File: src/rtl/sa_pkg.sv
// sa_pkg: shared state encoding, default widths and the saturating adder for the systolic column.
package sa_pkg;
    typedef enum logic [1:0] {S_IDLE, S_ACCUM, S_FLUSH, S_DRAIN} state_t;
    localparam int ROWS_D   = 4;
    localparam int DATA_W_D = 8;
    localparam int WGT_W_D  = 8;
    localparam int ACC_W_D  = 32;
    localparam int CNT_W_D  = 16;
    // Clamps a+b to the signed range of a w-bit accumulator (w <= 63).
    function automatic logic signed [63:0] sat_add(input logic signed [63:0] a, input logic signed [63:0] b, input int w);
        logic signed [64:0] s, hi, lo;
        s  = 65'(a) + 65'(b);
        hi = (65'sd1 <<< (w - 1)) - 65'sd1;
        lo = -hi - 65'sd1;
        return s > hi ? hi[63:0] : s < lo ? lo[63:0] : s[63:0];
    endfunction
endpackage

File: src/rtl/sa_col_ctrl_if.sv
// sa_col_ctrl_if: job control, weight stream, data lanes and result drain of one systolic column.
interface sa_col_ctrl_if #(
    parameter int ROWS   = 4,
    parameter int DATA_W = 8,
    parameter int WGT_W  = 8,
    parameter int ACC_W  = 32,
    parameter int CNT_W  = 16
);
    logic                   start;
    logic [CNT_W-1:0]       k_len;
    logic                   busy;
    logic                   done;
    logic                   w_valid;
    logic [WGT_W-1:0]       w_in;
    logic                   w_ready;
    logic [ROWS*DATA_W-1:0] data_in;
    logic [ROWS*DATA_W-1:0] data_out;
    logic                   w_valid_out;
    logic [WGT_W-1:0]       w_out;
    logic                   res_valid;
    logic                   res_ready;
    logic [ACC_W-1:0]       res_data;
    logic                   res_last;
    logic [ROWS*ACC_W-1:0]  result_bus;
    logic [ROWS-1:0]        sat_flags;
    modport master (
        output start, k_len, w_valid, w_in, data_in, res_ready,
        input  busy, done, w_ready, data_out, w_valid_out, w_out, res_valid, res_data, res_last, result_bus, sat_flags
    );
    modport slave (
        input  start, k_len, w_valid, w_in, data_in, res_ready,
        output busy, done, w_ready, data_out, w_valid_out, w_out, res_valid, res_data, res_last, result_bus, sat_flags
    );
endinterface

File: src/rtl/sa_pe_acc.sv
// sa_pe_acc: one column PE -- weight/valid pipeline stage, signed MAC and accumulator.
// With SA_COL_SAT_EN defined the accumulator saturates and raises a sticky flag; otherwise it wraps.
module sa_pe_acc
    import sa_pkg::*;
#(
    parameter int DATA_W = DATA_W_D,
    parameter int WGT_W  = WGT_W_D,
    parameter int ACC_W  = ACC_W_D
) (
    input  logic              clk,
    input  logic              rst_n,
    input  logic              clr,
    input  logic              wv_in,
    input  logic [WGT_W-1:0]  w_in,
    input  logic [DATA_W-1:0] lane,
    output logic              wv,
    output logic [WGT_W-1:0]  w,
    output logic [ACC_W-1:0]  acc,
    output logic              sat
);
    logic signed [DATA_W+WGT_W-1:0] prod;
    logic [ACC_W-1:0] acc_nx;
    logic clamp;
    assign prod = $signed(lane) * $signed(w);
`ifdef SA_COL_SAT_EN
    logic signed [63:0] a64, p64;
    assign a64    = 64'(signed'(acc));
    assign p64    = 64'(prod);
    assign acc_nx = (ACC_W)'(sat_add(a64, p64, ACC_W));
    assign clamp  = sat_add(a64, p64, ACC_W) != a64 + p64;
`else
    assign acc_nx = acc + (ACC_W)'(prod);
    assign clamp  = 1'b0;
`endif
    always_ff @(posedge clk or negedge rst_n) begin
        if (!rst_n) begin
            wv  <= 1'b0;
            w   <= '0;
            acc <= '0;
            sat <= 1'b0;
        end else begin
            wv <= wv_in;
            w  <= w_in;
            if (clr) begin
                acc <= '0;
                sat <= 1'b0;
            end else if (wv) begin
                acc <= acc_nx;
                sat <= sat | clamp;
            end
        end
    end
endmodule

File: src/rtl/sa_col_ctrl.sv
// sa_col_ctrl: output-stationary systolic column with job sequencing and serial result drain.
// SA_COL_SAT_EN selects saturating PEs; sat_flags stays 0 when it is undefined.
module sa_col_ctrl
    import sa_pkg::*;
#(
    parameter int ROWS   = ROWS_D,
    parameter int DATA_W = DATA_W_D,
    parameter int WGT_W  = WGT_W_D,
    parameter int ACC_W  = ACC_W_D,
    parameter int CNT_W  = CNT_W_D
) (
    input logic          clk,
    input logic          rst_n,
    sa_col_ctrl_if.slave bus
);
    localparam int PW = $clog2(ROWS);
    state_t state, state_nx;
    logic [CNT_W-1:0] k_reg, cnt;
    logic [PW-1:0] fcnt, ptr;
    logic [ROWS*DATA_W-1:0] dout;
    logic done_q, clr, accept, hs, last;
    logic wv [ROWS+1];
    logic [WGT_W-1:0] wr [ROWS+1];
    logic [ACC_W-1:0] acc [ROWS];
    assign clr              = state == S_IDLE && bus.start;
    assign bus.w_ready      = state == S_ACCUM && cnt < k_reg;
    assign accept           = bus.w_valid && bus.w_ready;
    assign bus.res_valid    = state == S_DRAIN;
    assign hs               = bus.res_valid && bus.res_ready;
    assign last             = ptr == PW'(ROWS - 1);
    assign bus.res_last     = bus.res_valid && last;
    assign bus.res_data     = acc[ptr];
    assign bus.busy         = state != S_IDLE;
    assign bus.done         = done_q;
    assign bus.data_out     = dout;
    assign bus.w_valid_out  = wv[ROWS];
    assign bus.w_out        = wr[ROWS];
    assign wv[0]            = accept;
    assign wr[0]            = bus.w_in;
    for (genvar i = 0; i < ROWS; i++) begin : g_pe
        sa_pe_acc #(.DATA_W(DATA_W), .WGT_W(WGT_W), .ACC_W(ACC_W)) u_pe (
            .clk   (clk),
            .rst_n (rst_n),
            .clr   (clr),
            .wv_in (wv[i]),
            .w_in  (wr[i]),
            .lane  (bus.data_in[i*DATA_W +: DATA_W]),
            .wv    (wv[i+1]),
            .w     (wr[i+1]),
            .acc   (acc[i]),
            .sat   (bus.sat_flags[i])
        );
        assign bus.result_bus[i*ACC_W +: ACC_W] = acc[i];
    end
    always_comb begin
        state_nx = state;
        unique case (state)
            S_IDLE:  if (bus.start) state_nx = bus.k_len == '0 ? S_DRAIN : S_ACCUM;
            S_ACCUM: if (accept && cnt + 1'b1 == k_reg) state_nx = S_FLUSH;
            // The last beat needs ROWS more edges to reach and accumulate in row ROWS-1.
            S_FLUSH: if (fcnt == PW'(ROWS - 1)) state_nx = S_DRAIN;
            S_DRAIN: if (hs && last) state_nx = S_IDLE;
            default: state_nx = S_IDLE;
        endcase
    end
    always_ff @(posedge clk or negedge rst_n) begin
        if (!rst_n) begin
            state  <= S_IDLE;
            k_reg  <= '0;
            cnt    <= '0;
            fcnt   <= '0;
            ptr    <= '0;
            done_q <= 1'b0;
            dout   <= '0;
        end else begin
            state  <= state_nx;
            done_q <= state == S_DRAIN && hs && last;
            dout   <= bus.data_in;
            k_reg  <= clr ? bus.k_len : k_reg;
            cnt    <= clr ? '0 : accept ? cnt + 1'b1 : cnt;
            fcnt   <= state == S_FLUSH ? fcnt + 1'b1 : '0;
            ptr    <= state != S_DRAIN ? '0 : hs ? ptr + 1'b1 : ptr;
        end
    end
endmodule

File: src/flat_wrapper.sv
// flat-port wrapper written by rule: the top's interface ports become plain ports
module sa_col_ctrl_flat import sa_pkg::*;
#(
    parameter int ROWS   = ROWS_D,
    parameter int DATA_W = DATA_W_D,
    parameter int WGT_W  = WGT_W_D,
    parameter int ACC_W  = ACC_W_D,
    parameter int CNT_W  = CNT_W_D
)
  (clk, rst_n, bus_start, bus_k_len, bus_w_valid, bus_w_in, bus_data_in, bus_res_ready, bus_busy, bus_done, bus_w_ready, bus_data_out, bus_w_valid_out, bus_w_out, bus_res_valid, bus_res_data, bus_res_last, bus_result_bus, bus_sat_flags);
  sa_col_ctrl_if #(.ROWS(ROWS), .DATA_W(DATA_W), .WGT_W(WGT_W), .ACC_W(ACC_W), .CNT_W(CNT_W)) bus_i ();
  input logic clk;
  input logic rst_n;
  input wire logic [$bits(bus_i.start)-1:0] bus_start;
  input wire logic [$bits(bus_i.k_len)-1:0] bus_k_len;
  input wire logic [$bits(bus_i.w_valid)-1:0] bus_w_valid;
  input wire logic [$bits(bus_i.w_in)-1:0] bus_w_in;
  input wire logic [$bits(bus_i.data_in)-1:0] bus_data_in;
  input wire logic [$bits(bus_i.res_ready)-1:0] bus_res_ready;
  output wire logic [$bits(bus_i.busy)-1:0] bus_busy;
  output wire logic [$bits(bus_i.done)-1:0] bus_done;
  output wire logic [$bits(bus_i.w_ready)-1:0] bus_w_ready;
  output wire logic [$bits(bus_i.data_out)-1:0] bus_data_out;
  output wire logic [$bits(bus_i.w_valid_out)-1:0] bus_w_valid_out;
  output wire logic [$bits(bus_i.w_out)-1:0] bus_w_out;
  output wire logic [$bits(bus_i.res_valid)-1:0] bus_res_valid;
  output wire logic [$bits(bus_i.res_data)-1:0] bus_res_data;
  output wire logic [$bits(bus_i.res_last)-1:0] bus_res_last;
  output wire logic [$bits(bus_i.result_bus)-1:0] bus_result_bus;
  output wire logic [$bits(bus_i.sat_flags)-1:0] bus_sat_flags;
  assign bus_i.start = bus_start;
  assign bus_i.k_len = bus_k_len;
  assign bus_i.w_valid = bus_w_valid;
  assign bus_i.w_in = bus_w_in;
  assign bus_i.data_in = bus_data_in;
  assign bus_i.res_ready = bus_res_ready;
  assign bus_busy = bus_i.busy;
  assign bus_done = bus_i.done;
  assign bus_w_ready = bus_i.w_ready;
  assign bus_data_out = bus_i.data_out;
  assign bus_w_valid_out = bus_i.w_valid_out;
  assign bus_w_out = bus_i.w_out;
  assign bus_res_valid = bus_i.res_valid;
  assign bus_res_data = bus_i.res_data;
  assign bus_res_last = bus_i.res_last;
  assign bus_result_bus = bus_i.result_bus;
  assign bus_sat_flags = bus_i.sat_flags;
  sa_col_ctrl #(.ROWS(ROWS), .DATA_W(DATA_W), .WGT_W(WGT_W), .ACC_W(ACC_W), .CNT_W(CNT_W)) u_core (.clk(clk), .rst_n(rst_n), .bus(bus_i));
endmodule
File: config.mk
export PLATFORM = sky130hd
export DESIGN_NAME = sa_col_ctrl_flat
export DESIGN_NICKNAME = d
export VERILOG_FILES = /design/src/rtl/sa_pkg.sv /design/src/rtl/sa_col_ctrl_if.sv /design/src/rtl/sa_pe_acc.sv /design/src/rtl/sa_col_ctrl.sv /design/src/flat_wrapper.sv
export SDC_FILE = /design/constraint.sdc
export NUM_CORES = 1
export LEC_CHECK = 0
export BUFFER_PORTS_ARGS = -buffer_cell sky130_fd_sc_hd__buf_2
export CAP_MARGIN = 20
export CORE_UTILIZATION = 62
export CTS_CLUSTER_SIZE = 30
export DETAILED_ROUTE_END_ITERATION = 12
export GPL_TIMING_DRIVEN = 0
export HOLD_SLACK_MARGIN = 0.03
export PLACE_DENSITY = 0.89
export SETUP_SLACK_MARGIN = 0.15
export SLEW_MARGIN = 0
export SYNTH_ARGS = -nofsm -noshare
export SYNTH_HDL_FRONTEND = slang
export SYNTH_SLANG_ARGS = --single-unit
File: constraint.sdc
create_clock -name clk -period 9.6 [get_ports clk]
set_input_delay 0.96 -clock clk [delete_from_list [all_inputs] [get_ports clk]]
set_output_delay 0.96 -clock clk [all_outputs]
set_load 0.005 [all_outputs]
### Word-level counts from Yosys, hierarchy flattened

Cells that the tools add are included.

* register bits: 235
* input port bits: 61
* output and inout bits: 210
* word-level logic and storage cells: 85

* add/sub/neg operators: 7
* multipliers: 4
* order comparisons: 2
* equal/unequal tests: 11
* multiplexer cells: 22
* bitwise gates (word level): 1
* reductions and logical operators: 19

Operators by type and width (count)
* 2-to-1 mux 32 bit: 10
* adder 32 bit: 4
* binary-select mux 32 bit (select 2 bit): 1
* multiplier 8 x 8 -> 16 bit: 4
* 2-to-1 mux 16 bit: 2
* adder 16 x 1 -> 16 bit, second input constant: 1
* equality test 16 bit: 1
* logical NOT 16 bit: 1
* < comparator 16 bit: 1
* 2-to-1 mux 2 bit: 8
* nonzero test 2 bit: 7
* logical AND 1 bit: 9
* equality test 2 bit, second input constant: 4
* != test 2 bit, second input constant: 4
* one-hot mux 2 bit (4 select lines): 1
* adder 2 x 1 -> 2 bit, second input constant: 2
* AND reduction 4 bit: 1
* >= comparator 3 bit, second input constant: 1
* NOT 2 -> 3 bit: 1
* equality test 2 x 1 -> 1 bit, second input constant: 1
* logical NOT 2 bit: 1
* != test 2 x 1 -> 1 bit, second input constant: 1

### Depth between registers and ports, before layout

Gate-level depths: netlist of run 1.

* depth in word-level cells: 6
* depth in mapped cells: 32
* gate-level depth less buffers: 31

### By module

From an unflattened synthesis of run 1, not the netlist that was laid out.

* cells, all modules: 2945
* area total of the unflattened synthesis: 27243.6 sq um

By module, submodules not included
* sa_pe_acc at u_core.g_pe[1].u_pe: instances 1, cells each 645, area each 5779.3 sq um, sequential area each 1026.0 sq um
* sa_pe_acc at u_core.g_pe[0].u_pe: instances 1, cells each 655, area each 5770.5 sq um, sequential area each 1026.0 sq um
* sa_pe_acc at u_core.g_pe[2].u_pe: instances 1, cells each 636, area each 5736.8 sq um, sequential area each 1026.0 sq um
* sa_pe_acc at u_core.g_pe[3].u_pe: instances 1, cells each 624, area each 5639.2 sq um, sequential area each 1026.0 sq um
* sa_col_ctrl: instances 1, cells each 385, area each 4317.9 sq um, sequential area each 1776.7 sq um

### Worst setup path after synthesis of run 1

No wires, ideal clock.

* kind: input-to-reg
* from: input bus_data_in[29]
* to: register u_core.g_pe[3].u_pe.acc[31]
* setup time: 0.120 ns
* arrival: 7.521 ns
* required time: 9.480 ns
* path slack: 1.959 ns
* stages on the path: 27
* path buffers: 0
* cell sequence: and2_1 fa_1 inv_1 fa_1 inv_1 fa_1 inv_1 fa_1 inv_1 ha_1 nor2b_1 o21ai_0 a211oi_1 nor2_1 a211o_1 xor2_1 ha_1 nand2_1 o211a_1 a22o_1 a21oi_1 a221o_1 a311oi_1 o41a_1 xnor3_1 a21oi_1 a31o_1

* word-level cells in the longest chain between the ends: 4

Ends and longest elaborated chain
* start: declaration: RTL line flat_wrapper.sv:18 `input wire logic [$bits(bus_i.data_in)-1:0] bus_data_in;`
* multiplier 8 x 8 -> 16 bit: RTL line sa_pe_acc.sv:24 `assign prod = $signed(lane) * $signed(w);`
* adder 32 bit: RTL line sa_pe_acc.sv:32 `assign acc_nx = acc + (ACC_W)'(prod);`
* 2-to-1 mux 32 bit: RTL line sa_pe_acc.sv:47 `end else if (wv) begin`
* 2-to-1 mux 32 bit: RTL line sa_pe_acc.sv:44 `if (clr) begin`
* end signal: assignment: RTL line sa_pe_acc.sv:48 `acc <= acc_nx;`
* end: declaration: RTL line sa_pe_acc.sv:18 `output logic [ACC_W-1:0] acc,`

No other way between the ends. The select of a mux whose other input is x is not followed.
A chain may end at the register's enable or synchronous reset.

### Final worst setup path of run 1

* from: input bus_data_in[13]
* to: register u_core.g_pe[1].u_pe.acc[29]

* word-level cells in the longest chain between the ends: 4

Ends and longest elaborated chain (RTL line)
* multiplier 8 x 8 -> 16 bit: sa_pe_acc.sv:24
* adder 32 bit: sa_pe_acc.sv:32
* 2-to-1 mux 32 bit: sa_pe_acc.sv:47
* 2-to-1 mux 32 bit: sa_pe_acc.sv:44
* end signal: assignment: sa_pe_acc.sv:48
* end: declaration: sa_pe_acc.sv:18

No other way between the ends. The select of a mux whose other input is x is not followed.

==> results of run 1 <==
-- cells by family (layout without fill, tap and decap cells) --
logic type / count (synthesis) / count (layout) / share of synthesized area
AOI/OAI and AO/OA: 489 / 489 / 0.120
DFF: 235 / 235 / 0.225
buffers and inverters: 474 / 794 / 0.0692
and+or+nand+nor: 821 / 821 / 0.165
adders and majority gates: 496 / 496 / 0.302
muxes: 107 / 107 / 0.0566
xor gates and xnor gates: 182 / 182 / 0.0616
other: 1 / 5 / 0.000144
-- layout make-up --
class,instances,area [µm²]
fillers,2984,11900
well taps,532,666
multi-input cells,2099,18400
flip-flops and latches,235,5880
clock buffers,39,833
clock inverters,12,264
repair buffers,269,1390
diodes,1,2.50
plain buffers,64,267
inverters,410,1540
-- cell usage in the layout, fill, tap and decap left out, types with 17 or more instances in the layout --
master,count
inv_1,409
ha_1,272
buf_2,268
dfrtp_1,235
fa_1,224
and2_1,180
nor2_1,171
nand2_1,167
a21oi_1,147
xnor2_1,128
o21ai_0,97
mux2i_1,71
a21o_1,59
xor2_1,52
nor2b_1,49
clkbuf_1,46
nor3_1,46
nand3_1,44
mux4_2,32
o21a_1,29
nand4_1,29
clkbuf_16,29
nand2b_1,28
a211oi_1,28
o21bai_1,23
and3_1,17
-- synthesized netlist by cell type, drive strengths merged, types with 19 or more instances --
cell type	count	area [µm²]
nor2	171	642
xnor2	129	1130
o21bai	23	173
a21o	59	443
o21a	29	218
nor2b	49	307
dfrtp	235	5880
nand2b	28	175
nor3	47	240
fa	224	4480
ha	272	3400
and2	180	1130
nand4	29	181
mux4	32	721
nand3	44	220
o21ai	106	534
buf	21	105
a211oi	29	223
mux2i	71	711
nand2	168	633
a21oi	147	736
xor2	52	455
clkbuf	43	161
and3	19	129
inv	409	1540
-- routing by layer --
layer  share of wire  vias to the layer above  global-route usage
li1                -                    10000                   -
met1            0.38                    11200               0.454
met2            0.48                     1058               0.597
met3           0.086                      282              0.0713
met4           0.059                        6               0.202
met5         0.00046                        -                   0
-- stage by stage --
stage | utilization | instances
after floorplan | - | 2808
after global placement | 0.682 | 3606
after detailed placement | 0.684 | 3609
after CTS | 0.711 | 3660
after global routing | 0.711 | 3660
final | 0.711 | 3661
-- final timing paths --
check / cells past startpoint / startpoint / to / slack, ns
worst max-delay path: 27 / bus_data_in[13] / u_core.g_pe[1].u_pe.acc[29] / 1.47
worst max register to register: 26 / u_core.g_pe[1].u_pe.w[1] / u_core.g_pe[1].u_pe.acc[29] / 1.49
worst min-delay path: 1 / rst_n / u_core.g_pe[1].u_pe.acc[29] / 0.37
min in group clk: 1 / u_core.fcnt[0] / u_core.fcnt[0] / 0.48
worst min register to register: 1 / u_core.fcnt[0] / u_core.fcnt[0] / 0.48
max in group asynchronous: 2 / rst_n / u_core.bus.data_out[18] / 8.09
==> reports/qor.yml, run 1 <==
drt:
  routed_via_density: 6.16
  drc: 0
  wl_per_cell_um: 21.2
  finalWirelength_um: 77800
  dr.pass1.iters: 5
  num_vias: 22500
  drtIter0Drc: 1666
  ant_nets: 0
final_layout:
  drive_above_1_share: 0.121
  stdcell_area_um2: 29300
  layout.nets: 3665
  regMostFlops: "u_core.g_pe.u_pe.acc"
  largest_reg_flops: 128
  area_delta_synth_final_pct: 12.2
critical_path:
  crit_slowest_cell: "a2111oi_0"
  slowest_delay_ns: 0.65
  cp.arrival_ns: 8.62
  crit_fanout: 20
  critical_path_class: "in -> reg"
  cp_common_cell: "inv_1"
  start_kind: "primary input"
  required_ns: 10.09
  crit_buf_inv: 6
  cp-end-kind: "register"
  crit_family: "adder cells"
grt:
  grt_pass1_wl_um: 123000
  grt_pass1_vias: 23000
  grt_max_degree: 122
  track_usage: 0.364
  grt_overflow_total: 0
  antenna_found_initial: 6
timing:
  final.period_utilization: 0.847
  setup_tns_ns: 0
  finalWorstSetupSlack_ns: 1.47
  rsz0062_at_grt: "false"
  max_slew_margin: 0.315
  tightest_slew_ns: 1.03
  period_minus_slack_ns: 8.13
  fmax_mhz: 123
  hold_violations: 0
  fin_skew_ns: 0.0169
  drv_slew: 0
  whs_ns: 0.374
  setup_violations: 0
logic_synthesis:
  ys_types: 80
  synth-edff-count: 0
  ys_seq_area_frac: 0.225
  synthFlopType: "dfrtp_1"
  ys_ff_latch: 235
  synth.avg_cell_area_um2: 9.31
  synthArstFlopShare: 1.00
  synth_cells: 2805
  netlist_area_um2: 26100
  yosysWarningCount: 0
cts:
  root_buffer: "clkbuf_16"
  clkSinkCount: 235
  cts_buffer_depth: 3
  cts_setup_buffers: 0
  cts_tree: "built"
  cts-resized-gates: 0
  cts_htree_levels: 1
  path_clk_slew_ns: 0.06
  clkLatencyLatePin_ns: 0.58
  hold_buffers: 0
  cts-buffers-inserted: 29
floorplanning:
  io_pins: 271
  dieHeight_um: 207
  core_area_um2: 41200
  die_w_um: 207
  start_util: 0.634
  die-area_um2: 42900
  rows: 74
worst_hold_path:
  hold_path.class: "in -> async"
status:
  status: "completed"
placement:
  routabilityCongestion: 1.00
  placed_area_um2: 28200
  io_buffers: 266
  place_ws_ns: 0.966
  dp_hpwl_um: 61800
run:
  maxCapViolations: 0
Power of run 1 is not shown: default switching activity piles up to over one toggle a cycle in this logic, so the estimate is an artifact.
==> run 2: changes to the inputs <==
- clock period: 9.6 -> 8.4 ns (I/O delays scaled with it)
==> reports/qor.yml, run 2 (same netlist as run 1, synthesis figures left out) <==
drt:
  num_vias: 22500  # -0.12%
  ant_nets: 0  # unchanged
  dr.pass1.iters: 6  # +1
  wl_per_cell_um: 21.3  # about the same
  finalWirelength_um: 77800  # +0.11%
  routed_via_density: 6.15  # -0.15%
  drtIter0Drc: 1739  # +4.4%
  drc: 0  # unchanged
floorplanning:
  core_area_um2: 41200  # unchanged
  start_util: 0.634  # unchanged
  dieHeight_um: 207  # unchanged
  die_w_um: 207  # unchanged
  io_pins: 271  # unchanged
  die-area_um2: 42900  # unchanged
  rows: 74  # unchanged
timing:
  tightest_slew_ns: 1.02  # -0.0116 ns
  fmax_mhz: 128
  rsz0062_at_grt: "false"
  drv_slew: 0  # unchanged
  hold_violations: 0  # unchanged
  setup_violations: 0  # unchanged
  whs_ns: 0.256  # -0.118 ns
  fin_skew_ns: 0.0161  # -0.000779 ns
  final.period_utilization: 0.933
  max_slew_margin: 0.322  # +0.00775
  period_minus_slack_ns: 7.84
status:
  status: "completed"
critical_path:
  crit_family: "adder cells"
  cp-end-kind: "register"
  critical_path_class: "reg -> reg"
  crit_buf_inv: 5  # -1
  required_ns: 8.87  # -1.22 ns
  cp.arrival_ns: 8.31  # -0.31 ns
  crit_slowest_cell: "or4_1"
  slowest_delay_ns: 0.59  # -0.06 ns
  crit_fanout: 9  # -55%
  start_kind: "register"
placement:
  dp_hpwl_um: 61800  # unchanged
  routabilityCongestion: 1.00  # unchanged
  placed_area_um2: 28200  # unchanged
  io_buffers: 266  # unchanged
final_layout:
  largest_reg_flops: 128  # unchanged
  regMostFlops: "u_core.g_pe.u_pe.acc"
  layout_common_cells: "inv_1, ha_1, buf_2"
  area_delta_synth_final_pct: 12.2  # about the same
  seq_area_um2: 5880  # unchanged
  multi_input_area_um2: 18400  # about the same
  drive_above_1_share: 0.122  # +0.000920
  layout.nets: 3666  # +0.027%
  fill_cells: 2984  # unchanged
  stdcell_area_um2: 29300  # about the same
  final_common_cell: "inv_1"
cts:
  cts_htree_levels: 1  # unchanged
  path_clk_slew_ns: 0.06  # about the same
  clkSinkCount: 235  # unchanged
  root_buffer: "clkbuf_16"
  clkLatencyLatePin_ns: 0.58  # about the same
  cts_buffer_depth: 3  # unchanged
  cts_setup_buffers: 0  # unchanged
  cts-buffers-inserted: 29  # unchanged
  cts-resized-gates: 0  # unchanged
  hold_buffers: 0  # unchanged
  cts_tree: "built"
run:
  maxCapViolations: 0  # unchanged
grt:
  antenna_found_initial: 6  # unchanged
  grt_overflow_total: 0  # unchanged
  grt_max_degree: 122  # unchanged
  track_usage: 0.364  # unchanged
  grt_pass1_wl_um: 123000  # unchanged
  grt_pass1_vias: 23000  # unchanged
worst_hold_path:
  hold_path.class: "in -> async"
run 2: stage by stage:
| stage | worst slack, ns | TNS (ns) | util | cells |
|---|---|---|---|---|
| floorplan | 0.879 | 0 | - | 2808 |
| global placement | -0.413 | -1.08 | 0.682 | 3606 |
| detailed placement | -0.114 | -0.117 | 0.684 | 3609 |
| CTS | 0.367 | 0 | 0.711 | 3660 |
| global route | 0.172 | 0 | 0.711 | 3661 |
| finish | 0.559 | 0 | 0.711 | 3662 |
run 2: worst reg2reg max path: cells and delay by family (launching register included):
kind / cells / cell delay [ns]
simple gates: 6 / 1.75
xor+xnor: 2 / 0.34
buf+inv: 5 / 0.38
fa+ha+maj: 6 / 2.61
flops: 1 / 0.55
compound gates: 11 / 2.13
run 2: metal layers:
layer / track usage / share of wire / routed length, µm
met1: 0.454 / 0.38 / 29400
met2: 0.597 / 0.48 / 37000
met3: 0.0713 / 0.088 / 6840
met4: 0.202 / 0.059 / 4570
met5: 0 / 0.00046 / 36
run 2: cell type report:
class / instances / area share
antenna: 1 / 0.0000854
sequential: 235 / 0.201
inverter: 410 / 0.0527
buffer: 64 / 0.00910
multi-input combinational: 2099 / 0.630
tap: 532 / 0.0227
clock inverter: 12 / 0.00901
timing repair inverter: 1 / 0.000171
clock buffer: 39 / 0.0284
timing repair buffer: 269 / 0.0475
run 2: worst paths after layout:
check                                         start                     endpoint  slack (ns)  cells after the start
min in group clk                        bus_w_in[3]     u_core.g_pe[0].u_pe.w[3]        0.37                      1
max                        u_core.g_pe[2].u_pe.w[2]  u_core.g_pe[2].u_pe.acc[31]        0.56                     30
max reg2reg                u_core.g_pe[2].u_pe.w[2]  u_core.g_pe[2].u_pe.acc[31]        0.56                     30
max in group asynchronous                     rst_n      u_core.bus.data_out[18]        7.02                      2
min reg2reg                          u_core.fcnt[0]               u_core.fcnt[0]        0.47                      1
min                                           rst_n  u_core.g_pe[1].u_pe.acc[29]        0.26                      1
Power of run 2 is left out for the same reason.
